[config.mk]
export PLATFORM = sky130hd
export DESIGN_NAME = blur_filter_flat
export DESIGN_NICKNAME = d
export VERILOG_FILES = /design/src/rtl/blur_pkg.sv /design/src/rtl/blur_filter_if.sv /design/src/rtl/channel_row_acc.sv /design/src/rtl/blur_filter.sv /design/src/flat_wrapper.sv
export SDC_FILE = /design/constraint.sdc
export NUM_CORES = 1
export LEC_CHECK = 0
export BUFFER_PORTS_ARGS = -buffer_cell sky130_fd_sc_hd__buf_4
export CAP_MARGIN = 40
export CORE_MARGIN = 10
export CORE_UTILIZATION = 55
export CTS_BUF_LIST = sky130_fd_sc_hd__clkbuf_8 sky130_fd_sc_hd__clkbuf_16
export CTS_CLUSTER_DIAMETER = 30
export DETAILED_ROUTE_END_ITERATION = 6
export PLACE_DENSITY = 0.83
export SLEW_MARGIN = 25
export SYNTH_ARGS = -nofsm -noshare
export SYNTH_HDL_FRONTEND = slang
export SYNTH_SLANG_ARGS = --single-unit
[constraint.sdc]
create_clock -name clk -period 12 [get_ports clk]
set_input_delay 2.4 -clock clk [delete_from_list [all_inputs] [get_ports clk]]
set_output_delay 2.4 -clock clk [all_outputs]
set_load 0.02 [all_outputs]
[src/rtl/blur_pkg.sv]
// Shared types, widths and helpers for the 3x3 Gaussian blur stage.
package blur_pkg;

  localparam int unsigned CH_W       = 8;
  localparam int unsigned PIX_W      = 24;
  localparam int unsigned ROW_W      = 72;
  localparam int unsigned WIN_W      = 216;
  localparam int unsigned ACC_W      = 12;
  localparam int unsigned GRAD_W     = 11;
  localparam int unsigned LUMA_SUM_W = 10;

  // Kernel 1 2 1 / 2 4 2 / 1 2 1 expressed as shifts: column weight, then extra row-1 weight.
  localparam int unsigned K_SIDE_SHIFT = 0;
  localparam int unsigned K_MID_SHIFT  = 1;
  localparam int unsigned K_ROW1_SHIFT = 1;
  localparam int unsigned RND_BIAS     = 8;

  typedef enum logic [2:0] {
    ST_IDLE,
    ST_ROW0,
    ST_ROW1,
    ST_ROW2,
    ST_OUT
  } blur_state_t;

  typedef struct packed {
    logic [CH_W-1:0] r;
    logic [CH_W-1:0] g;
    logic [CH_W-1:0] b;
  } pixel_t;

  function automatic logic [ROW_W-1:0] win_row(input logic [WIN_W-1:0] win,
                                               input logic [1:0]       row);
    case (row)
      2'd1:    return win[2*ROW_W-1 -: ROW_W];
      2'd2:    return win[3*ROW_W-1 -: ROW_W];
      default: return win[ROW_W-1:0];
    endcase
  endfunction

  // Rounded divide by 16; the sum cannot exceed 4088 so it never wraps.
  function automatic logic [CH_W-1:0] norm16(input logic [ACC_W-1:0] acc);
    logic [ACC_W-1:0] sum;
    sum = acc + ACC_W'(RND_BIAS);
    return sum[ACC_W-1 -: CH_W];
  endfunction

  function automatic logic [CH_W-1:0] luma(input pixel_t p);
    logic [LUMA_SUM_W-1:0] sum;
    sum = LUMA_SUM_W'(p.r) + (LUMA_SUM_W'(p.g) << 1) + LUMA_SUM_W'(p.b);
    return sum[LUMA_SUM_W-1 -: CH_W];
  endfunction

endpackage

[src/rtl/blur_filter_if.sv]
// Read-buffer <-> blur stage handshake and result bus.
interface blur_filter_if;
  import blur_pkg::*;

  logic                filter_start;
  logic [WIN_W-1:0]    pixelData;
  logic                pixel_done;
  logic [PIX_W-1:0]    filtered_pixel;
  logic                filtered_valid;
  logic                edge_flag;
  logic                busy;

  modport master (
    output filter_start, pixelData,
    input  pixel_done, filtered_pixel, filtered_valid, edge_flag, busy
  );

  modport slave (
    input  filter_start, pixelData,
    output pixel_done, filtered_pixel, filtered_valid, edge_flag, busy
  );
endinterface

[src/rtl/channel_row_acc.sv]
// One colour channel's row-by-row weighted accumulator (1,2,1 or 2,4,2 per row).
module channel_row_acc
  import blur_pkg::*;
(
  input  logic             clk,
  input  logic             n_rst,
  input  logic             clr_i,
  input  logic             en_i,
  input  logic             mid_row_i,
  input  logic [CH_W-1:0]  left_i,
  input  logic [CH_W-1:0]  ctr_i,
  input  logic [CH_W-1:0]  right_i,
  output logic [ACC_W-1:0] acc_next_o_c
);

  logic [ACC_W-1:0] acc_q;
  logic [ACC_W-1:0] row_sum_c;

  always_comb begin
    row_sum_c = (ACC_W'(left_i)  << K_SIDE_SHIFT)
              + (ACC_W'(ctr_i)   << K_MID_SHIFT)
              + (ACC_W'(right_i) << K_SIDE_SHIFT);
    if (mid_row_i) begin
      row_sum_c = row_sum_c << K_ROW1_SHIFT;
    end
    acc_next_o_c = acc_q;
    if (clr_i) begin
      acc_next_o_c = '0;
    end else if (en_i) begin
      acc_next_o_c = acc_q + row_sum_c;
    end
  end

  always_ff @(posedge clk or negedge n_rst) begin
    if (!n_rst) begin
      acc_q <= '0;
    end else begin
      acc_q <= acc_next_o_c;
    end
  end

endmodule

[src/rtl/blur_filter.sv]
// 3x3 Gaussian blur over one captured window, one row per cycle, result after 4 cycles.
// Define BLUR_EDGE_EN to add the Sobel stage that forces edge pixels to black.
module blur_filter
  import blur_pkg::*;
#(
  parameter logic [GRAD_W-1:0] EDGE_THRESH = 11'd255
) (
  input  logic         clk,
  input  logic         n_rst,
  blur_filter_if.slave bus
);

  blur_state_t       state_q, state_d;
  logic [WIN_W-1:0]  win_q, win_d;
  logic              acc_clr_c;
  logic              acc_en_c;
  logic              mid_row_c;
  logic [1:0]        row_idx_c;
  logic [ROW_W-1:0]  row_bits_c;
  pixel_t            px_l_c, px_m_c, px_r_c;
  logic [ACC_W-1:0]  acc_r_c, acc_g_c, acc_b_c;
  pixel_t            blur_c;
  pixel_t            pix_q, pix_d;
  logic              edge_q, edge_d;
  logic              busy_q;
  logic              done_q;

  // Sequencer: capture window, walk rows 0..2, present result for one cycle.
  always_comb begin
    state_d   = state_q;
    win_d     = win_q;
    acc_clr_c = 1'b0;
    acc_en_c  = 1'b0;
    row_idx_c = 2'd0;
    case (state_q)
      ST_IDLE: begin
        if (bus.filter_start) begin
          state_d   = ST_ROW0;
          win_d     = bus.pixelData;
          acc_clr_c = 1'b1;
        end
      end
      ST_ROW0: begin
        acc_en_c  = 1'b1;
        row_idx_c = 2'd0;
        state_d   = ST_ROW1;
      end
      ST_ROW1: begin
        acc_en_c  = 1'b1;
        row_idx_c = 2'd1;
        state_d   = ST_ROW2;
      end
      ST_ROW2: begin
        acc_en_c  = 1'b1;
        row_idx_c = 2'd2;
        state_d   = ST_OUT;
      end
      ST_OUT: begin
        state_d = ST_IDLE;
      end
      default: begin
        state_d = ST_IDLE;
      end
    endcase
  end

  always_ff @(posedge clk or negedge n_rst) begin
    if (!n_rst) begin
      state_q <= ST_IDLE;
      win_q   <= '0;
    end else begin
      state_q <= state_d;
      win_q   <= win_d;
    end
  end

  // Column 0 sits in the top 24 bits of each row.
  always_comb begin
    mid_row_c  = (row_idx_c == 2'd1);
    row_bits_c = win_row(win_q, row_idx_c);
    px_l_c     = pixel_t'(row_bits_c[ROW_W-1 -: PIX_W]);
    px_m_c     = pixel_t'(row_bits_c[2*PIX_W-1 -: PIX_W]);
    px_r_c     = pixel_t'(row_bits_c[PIX_W-1:0]);
  end

  channel_row_acc u_acc_r (
    .clk          (clk),
    .n_rst        (n_rst),
    .clr_i        (acc_clr_c),
    .en_i         (acc_en_c),
    .mid_row_i    (mid_row_c),
    .left_i       (px_l_c.r),
    .ctr_i        (px_m_c.r),
    .right_i      (px_r_c.r),
    .acc_next_o_c (acc_r_c)
  );

  channel_row_acc u_acc_g (
    .clk          (clk),
    .n_rst        (n_rst),
    .clr_i        (acc_clr_c),
    .en_i         (acc_en_c),
    .mid_row_i    (mid_row_c),
    .left_i       (px_l_c.g),
    .ctr_i        (px_m_c.g),
    .right_i      (px_r_c.g),
    .acc_next_o_c (acc_g_c)
  );

  channel_row_acc u_acc_b (
    .clk          (clk),
    .n_rst        (n_rst),
    .clr_i        (acc_clr_c),
    .en_i         (acc_en_c),
    .mid_row_i    (mid_row_c),
    .left_i       (px_l_c.b),
    .ctr_i        (px_m_c.b),
    .right_i      (px_r_c.b),
    .acc_next_o_c (acc_b_c)
  );

  assign blur_c = '{r: norm16(acc_r_c), g: norm16(acc_g_c), b: norm16(acc_b_c)};

`ifdef BLUR_EDGE_EN
  logic signed [GRAD_W-1:0] gx_q, gx_d, gy_q, gy_d;
  logic signed [GRAD_W-1:0] gx_term_c, gy_term_c;
  logic [CH_W-1:0]          y_l_c, y_m_c, y_r_c;
  logic [GRAD_W-1:0]        gy_row_c, gx_abs_c, gy_abs_c, grad_mag_c;

  // Sobel terms accumulate alongside the blur; magnitude uses the totals including row 2.
  always_comb begin
    y_l_c     = luma(px_l_c);
    y_m_c     = luma(px_m_c);
    y_r_c     = luma(px_r_c);
    gx_term_c = GRAD_W'(y_r_c) - GRAD_W'(y_l_c);
    if (mid_row_c) begin
      gx_term_c = gx_term_c <<< 1;
    end
    gy_row_c  = GRAD_W'(y_l_c) + (GRAD_W'(y_m_c) << 1) + GRAD_W'(y_r_c);
    gy_term_c = '0;
    if (row_idx_c == 2'd0) begin
      gy_term_c = GRAD_W'(0) - gy_row_c;
    end else if (row_idx_c == 2'd2) begin
      gy_term_c = gy_row_c;
    end
    gx_d = gx_q;
    gy_d = gy_q;
    if (acc_clr_c) begin
      gx_d = '0;
      gy_d = '0;
    end else if (acc_en_c) begin
      gx_d = gx_q + gx_term_c;
      gy_d = gy_q + gy_term_c;
    end
    gx_abs_c   = gx_d[GRAD_W-1] ? GRAD_W'(-gx_d) : GRAD_W'(gx_d);
    gy_abs_c   = gy_d[GRAD_W-1] ? GRAD_W'(-gy_d) : GRAD_W'(gy_d);
    grad_mag_c = gx_abs_c + gy_abs_c;
  end

  always_ff @(posedge clk or negedge n_rst) begin
    if (!n_rst) begin
      gx_q <= '0;
      gy_q <= '0;
    end else begin
      gx_q <= gx_d;
      gy_q <= gy_d;
    end
  end
`else
  // Threshold has no consumer without the edge stage.
  logic unused_thresh_c;
  assign unused_thresh_c = ^EDGE_THRESH;
`endif

  always_comb begin
    pix_d  = pix_q;
    edge_d = edge_q;
    if (state_q == ST_ROW2) begin
`ifdef BLUR_EDGE_EN
      if (grad_mag_c >= EDGE_THRESH) begin
        pix_d  = '0;
        edge_d = 1'b1;
      end else begin
        pix_d  = blur_c;
        edge_d = 1'b0;
      end
`else
      pix_d  = blur_c;
      edge_d = 1'b0;
`endif
    end
  end

  always_ff @(posedge clk or negedge n_rst) begin
    if (!n_rst) begin
      pix_q  <= '0;
      edge_q <= 1'b0;
      busy_q <= 1'b0;
      done_q <= 1'b0;
    end else begin
      pix_q  <= pix_d;
      edge_q <= edge_d;
      busy_q <= (state_d != ST_IDLE);
      done_q <= (state_d == ST_OUT);
    end
  end

  assign bus.filtered_pixel = pix_q;
  assign bus.edge_flag      = edge_q;
  assign bus.busy           = busy_q;
  assign bus.filtered_valid = done_q;
  assign bus.pixel_done     = done_q;

endmodule

[src/flat_wrapper.sv]
// flat-port wrapper written by rule: the top's interface ports become plain ports
module blur_filter_flat import blur_pkg::*;
#(
  parameter logic [GRAD_W-1:0] EDGE_THRESH = 11'd255
)
  (clk, n_rst, bus_filter_start, bus_pixelData, bus_pixel_done, bus_filtered_pixel, bus_filtered_valid, bus_edge_flag, bus_busy);
  blur_filter_if bus_i ();
  input  logic clk;
  input  logic n_rst;
  input wire logic [$bits(bus_i.filter_start)-1:0] bus_filter_start;
  input wire logic [$bits(bus_i.pixelData)-1:0] bus_pixelData;
  output wire logic [$bits(bus_i.pixel_done)-1:0] bus_pixel_done;
  output wire logic [$bits(bus_i.filtered_pixel)-1:0] bus_filtered_pixel;
  output wire logic [$bits(bus_i.filtered_valid)-1:0] bus_filtered_valid;
  output wire logic [$bits(bus_i.edge_flag)-1:0] bus_edge_flag;
  output wire logic [$bits(bus_i.busy)-1:0] bus_busy;
  assign bus_i.filter_start = bus_filter_start;
  assign bus_i.pixelData = bus_pixelData;
  assign bus_pixel_done = bus_i.pixel_done;
  assign bus_filtered_pixel = bus_i.filtered_pixel;
  assign bus_filtered_valid = bus_i.filtered_valid;
  assign bus_edge_flag = bus_i.edge_flag;
  assign bus_busy = bus_i.busy;
  blur_filter #(.EDGE_THRESH(EDGE_THRESH)) u_core (.clk(clk), .n_rst(n_rst), .bus(bus_i));
endmodule
## Word-level counts from Yosys, hierarchy flattened

Cells that the tools add are included.

- Register bits: 281
- Output and inout port bits: 28
- Word-level logic and storage cells: 48

- Add/sub/neg operators: 12
- Eq/ne operators: 6
- Multiplexer cells: 16
- Reduce and logical (&&, ||, !) cells: 4

Operator list:

| operator | count |
|---|---|
| $pmux 72 s2 | 1 |
| $mux 12 | 9 |
| $add 12x12->12 | 3 |
| $add 12x4->12 const B | 3 |
| $add 10x8->11 | 3 |
| $add 8x9->10 | 3 |
| $pmux 3 s4 | 1 |
| $eq 3x2->1 const B | 2 |
| $pmux 2 s2 | 1 |
| $eq 3x1->1 const B | 1 |
| $eq 3x3->1 const B | 1 |
| $logic_not 3->1 | 1 |
| $mux 1 | 3 |
| $mux 3 | 1 |
| $reduce_bool 3->1 | 1 |
| $reduce_or 3->1 | 1 |
| $eq 2x1->1 const B | 1 |
| $eq 2x2->1 const B | 1 |
| $reduce_and 2->1 | 1 |

## Logic depth before layout (Yosys ltp)

- Depth in word-level cells: 11
- Depth in mapped cells: 28

## Modules after synthesis

Synthesis repeated with hierarchy kept, for this count alone.

- Cells, all modules: 1383
- Area, all modules: 16099.2 um^2

By module, submodules not included:

| module | times used | cells an instance | area each (um^2) | sequential area each (um^2) |
|---|---|---|---|---|
| blur_filter | 1 | 854 | 11352.1 | 6130.9 |
| channel_row_acc (u_core.u_acc_g) | 1 | 186 | 1620.3 | 300.3 |
| channel_row_acc (u_core.u_acc_b) | 1 | 175 | 1574.0 | 300.3 |
| channel_row_acc (u_core.u_acc_r) | 1 | 168 | 1552.7 | 300.3 |

## Least setup slack after synthesis

OpenSTA, ideal clock, no wires.

- Kind: flip-flop to flip-flop
- Start point: reg u_core.state_q[0]
- End point: reg u_core.pix_q (netlist bit u_core.bus.filtered_pixel[15])
- Library setup time: 130 ps
- Data arrival time: 5513 ps
- Setup slack: 6357 ps
- Stages on the path, launching flop included: 28
- Path buffers: 3
- Cell sequence: dfrtp_1 buf_2 buf_1 buf_1 mux2i_1 nor2_1 a21oi_1 fa_1 inv_1 ha_1 inv_1 fa_1 inv_1 a21oi_1 o21ai_0 a21o_1 a21o_1 xnor2_1 o21ai_0 ha_1 a21oi_1 nand2_1 o41ai_1 xor2_1 o21a_1 nor4_1 xor2_1 o21ai_1

- Word-level cells in the longest chain between the ends: 11

RTL lines:

| item | RTL line | source |
|---|---|---|
| start: declaration | blur_filter.sv:13 | `blur_state_t state_q, state_d;` |
| start signal: assignment | blur_filter.sv:72 | `state_q <= state_d;` |
| $eq 3x2->1, on equally long branches | blur_filter.sv:35, blur_filter.sv:178 |  |
| $pmux 2 s2 | blur_filter.sv:35 | `case (state_q)` |
| $eq 2x2->1 or $eq 2x1->1 (tied branches) | blur_pkg.sv:34, blur_filter.sv:79 |  |
| $pmux 72 s2 | blur_pkg.sv:34 | `case (row)` |
| $add 8x9->10 | channel_row_acc.sv:21 | `+ (ACC_W'(ctr_i) << K_MID_SHIFT)` |
| $add 10x8->11 | channel_row_acc.sv:22 | `+ (ACC_W'(right_i) << K_SIDE_SHIFT);` |
| $mux 12 | channel_row_acc.sv:23 | `if (mid_row_i) begin` |
| $add 12x12->12 | channel_row_acc.sv:30 | `acc_next_o_c = acc_q + row_sum_c;` |
| $mux 12 | channel_row_acc.sv:29 | `end else if (en_i) begin` |
| $mux 12 | channel_row_acc.sv:27 | `if (clr_i) begin` |
| $add 12x4->12 | blur_pkg.sv:44 | `sum = acc + ACC_W'(RND_BIAS);` |
| end signal: assignment | blur_filter.sv:201 | `pix_q <= pix_d;` |
| end: declaration | blur_filter.sv:23 | `pixel_t pix_q, pix_d;` |

Several ways; a longest one is shown, not always the timed one.
A chain may end at the register's enable or synchronous reset.

## Worst setup path after layout

- Start point: reg u_core.state_q[1]
- End point: reg u_core.pix_q (netlist bit u_core.bus.filtered_pixel[15])

The elaborated chain is that of the path after synthesis.

==> impl_metrics.json <==
{
  "status": "completed",
  "hold_buffers": 0,
  "fmaxAchievable_ghz": 0.151,
  "drc_errors": 0,
  "cp-start-kind": "flop",
  "min_path_type": "reg -> reg",
  "fin_nets": 1993,
  "cts_tree": "built",
  "maxSlewViolCount": 0,
  "drt_pass1_iterations": 5,
  "synth-edff-count": 0,
  "synth_cell_types": 76,
  "cts_inserted_buffers": 66,
  "ys_seq_area_share_pct": 44.6,
  "routedWlPerCell_um": 20.2,
  "arrival_ns": 7.04,
  "grt_pass1_wl_um": 68600,
  "chipWidth_um": 189,
  "fin_skew_ns": 0.0258,
  "clkLatencyLatePin_ns": 0.57,
  "antenna_found_initial": 2,
  "min_period_over_period_pct": 55.2,
  "dp.cells": 1992,
  "crit_required_ns": 12.42,
  "io_buffer_count": 245,
  "max_slew_margin_pct": 49.2,
  "cts-resized-gates": 0,
  "grt_pass1_vias": 13000,
  "syn-num-nets": 1734,
  "hpwlAfterDp_um": 29900,
  "final_cells": 2113,
  "ys.warnings.count": 0,
  "max_cap_violations": 0,
  "drive_gt1_share_pct": 36.4,
  "core_area_mm2": 0.0280,
  "synthArstFlopShare_pct": 100,
  "clock_path_buffers": 3,
  "wl_um": 42600,
  "grt_overflow": 0,
  "place.gp.congestion": 0.897,
  "path_class": "reg -> reg",
  "fp.dieH_um": 189,
  "fin_setup_tns_ns": 0,
  "clk_pin_slew_worst_paths_ns": 0.05,
  "ys.flop_type": "dfrtp_1",
  "grt_usage_pct": 23.6,
  "die_area_mm2": 0.0358,
  "hold_viol_final": 0,
  "synthCells": 1425,
  "setup_viol": 0,
  "ant_nets": 0,
  "fp-row-count": 61,
  "ys_seq_elements": 281,
  "htree_levels": 3,
  "io_pins": 247,
  "clock-sinks": 281,
  "worstPathMaxFanout": 79,
  "fin_crit_ns": 6.62,
  "cts_root_buffer": "clkbuf_16",
  "worst_slew_pin_slew_ns": 0.761,
  "post_cts_buffers": 0,
  "rsz0062_at_grt": "false",
  "initial_core_util_pct": 56.3,
  "grt_max_degree": 135,
  "diodes": 0,
  "num_vias": 11900,
  "via_per_inst": 5.63,
  "area_growth_syn_to_layout_pct": 28.7,
  "fill_cells": 1837,
  "endpoint_kind": "flop",
  "avgSynthCellArea_um2": 11.1,
  "drt_iter0_drc": 803,
  "syn-cell-area_mm2": 0.0158
}
cell usage after synthesis, drive strengths merged, types with 7 or more instances:
cell type	count	area share [%]
a21oi	99	3.1
nand3	19	0.70
nand2	84	2.0
xor2	12	0.67
o21ai	82	2.6
a32o	9	0.59
clkbuf	31	0.74
xnor2	33	1.8
mux2i	78	5.0
dfrtp	281	45
fa	27	3.4
a21o	14	0.67
o21a	8	0.38
mux2	222	16
nor2	109	2.6
buf	42	1.6
o211ai	7	0.37
ha	63	5.0
o22ai	7	0.28
inv	86	2.0
nor3	12	0.44
state kept, by name, summed over array words and instances (netlist names):
register                   cells
u_core.win_q                 216
u_core.state_q                 3
u_core.u_acc_g.acc_q          12
u_core.u_acc_r.acc_q          12
u_core.u_acc_b.acc_q          12
u_core.bus.filtered_pixel     24
u_core.bus.filtered_valid      1
u_core.bus.busy                1
logic make-up (layout without fill, tap and decap cells):
family	after synthesis	after routing	synth area share [%]
compound gates	265	265	10.6
mux	300	300	20.8
flops	281	281	44.6
fa+ha+maj	90	90	8.43
xor+xnor	45	45	2.50
buf+inv	159	469	4.34
other cells	1	1	0.0238
simple gates	284	284	8.68
worst paths after layout:
kind / startpoint / to / cells after the start / slack [ns]
min: u_core.bus.filtered_pixel[4] / u_core.bus.filtered_pixel[4] / 2 / 0.48
max reg2reg: u_core.state_q[1] / u_core.bus.filtered_pixel[15] / 25 / 5.38
max: u_core.state_q[1] / u_core.bus.filtered_pixel[15] / 25 / 5.38
max in group asynchronous: n_rst / u_core.win_q[143] / 4 / 8.68
min in group asynchronous: n_rst / u_core.u_acc_r.acc_q[8] / 1 / 1.78
min reg2reg: u_core.bus.filtered_pixel[4] / u_core.bus.filtered_pixel[4] / 2 / 0.48
critical path, cell delays in order, from the launching register on:
cell	delay, ns
dfrtp_1	0.49
or2b_4	0.71
buf_4	0.72
nor2_1	0.11
a21oi_1	0.20
fa_1	0.45
inv_1	0.08
ha_1	0.16
inv_1	0.05
fa_1	0.40
inv_1	0.07
a21oi_1	0.05
o21ai_0	0.25
a21o_1	0.17
a21o_1	0.15
xnor2_1	0.14
o21ai_0	0.13
ha_1	0.37
a21oi_1	0.21
nand2_1	0.09
o41ai_1	0.51
xor2_1	0.13
o21a_1	0.24
nor4_1	0.32
xor2_1	0.18
o21ai_1	0.07
final cells by class:
| type | instances | area, µm² | area share [%] |
|---|---|---|---|
| clock inverters | 46 | 523 | 2.58 |
| inverters | 86 | 323 | 1.59 |
| well taps | 378 | 473 | 2.33 |
| multi-input cells | 985 | 8050 | 39.7 |
| clock buffers | 73 | 1750 | 8.62 |
| repair buffers | 264 | 2130 | 10.5 |
| flip-flops and latches | 281 | 7040 | 34.7 |
cell usage in the layout, fill, tap and decap left out, types with 6 or more instances in the layout:
cell type / n
a21o_1: 14
a21oi_1: 99
a32o_1: 7
and3_1: 6
buf_4: 254
clkbuf_16: 66
clkbuf_8: 7
clkinv_2: 7
clkinv_4: 11
clkinvlp_4: 8
dfrtp_1: 280
fa_1: 27
ha_1: 63
inv_1: 91
inv_6: 6
mux2_2: 222
mux2i_1: 78
nand2_1: 84
nand3_1: 16
nor2_1: 108
nor3_1: 10
nor3b_1: 6
o211ai_1: 6
o21a_1: 8
o21ai_0: 71
o21ai_1: 10
o22ai_1: 7
xnor2_1: 33
xor2_1: 12
per-stage QoR:
step | area [µm²] | utilization, % | hold slack [ns] | setup WS (ns)
6_report | 20300 | 72.4 | 0.477 | 5.38
5_1_grt | 20300 | 72.4 | 0.514 | 4.92
4_1_cts | 20200 | 72.2 | 0.483 | 5.39
3_5_place_dp | 18000 | 64.1 | 0.472 | 5.50
3_3_place_gp | 17800 | 63.6 | 0.465 | 5.61
2_1_floorplan | 15800 | - | 0.456 | 6.36
metal layers:
layer / vias to the layer above / track usage, % / share of wire [%] / wire length (µm)
li1: 5546 / - / - / -
met4: 4 / 8.39 / 2.8 / 1190
met1: 5876 / 28.8 / 42 / 17900
met3: 99 / 6.82 / 7.0 / 3000
met5: - / 0 / 0.094 / 40
met2: 362 / 38.9 / 48 / 20500
Power is not shown: default switching activity piles up to over one toggle a cycle in this logic, so the estimate is an artifact.
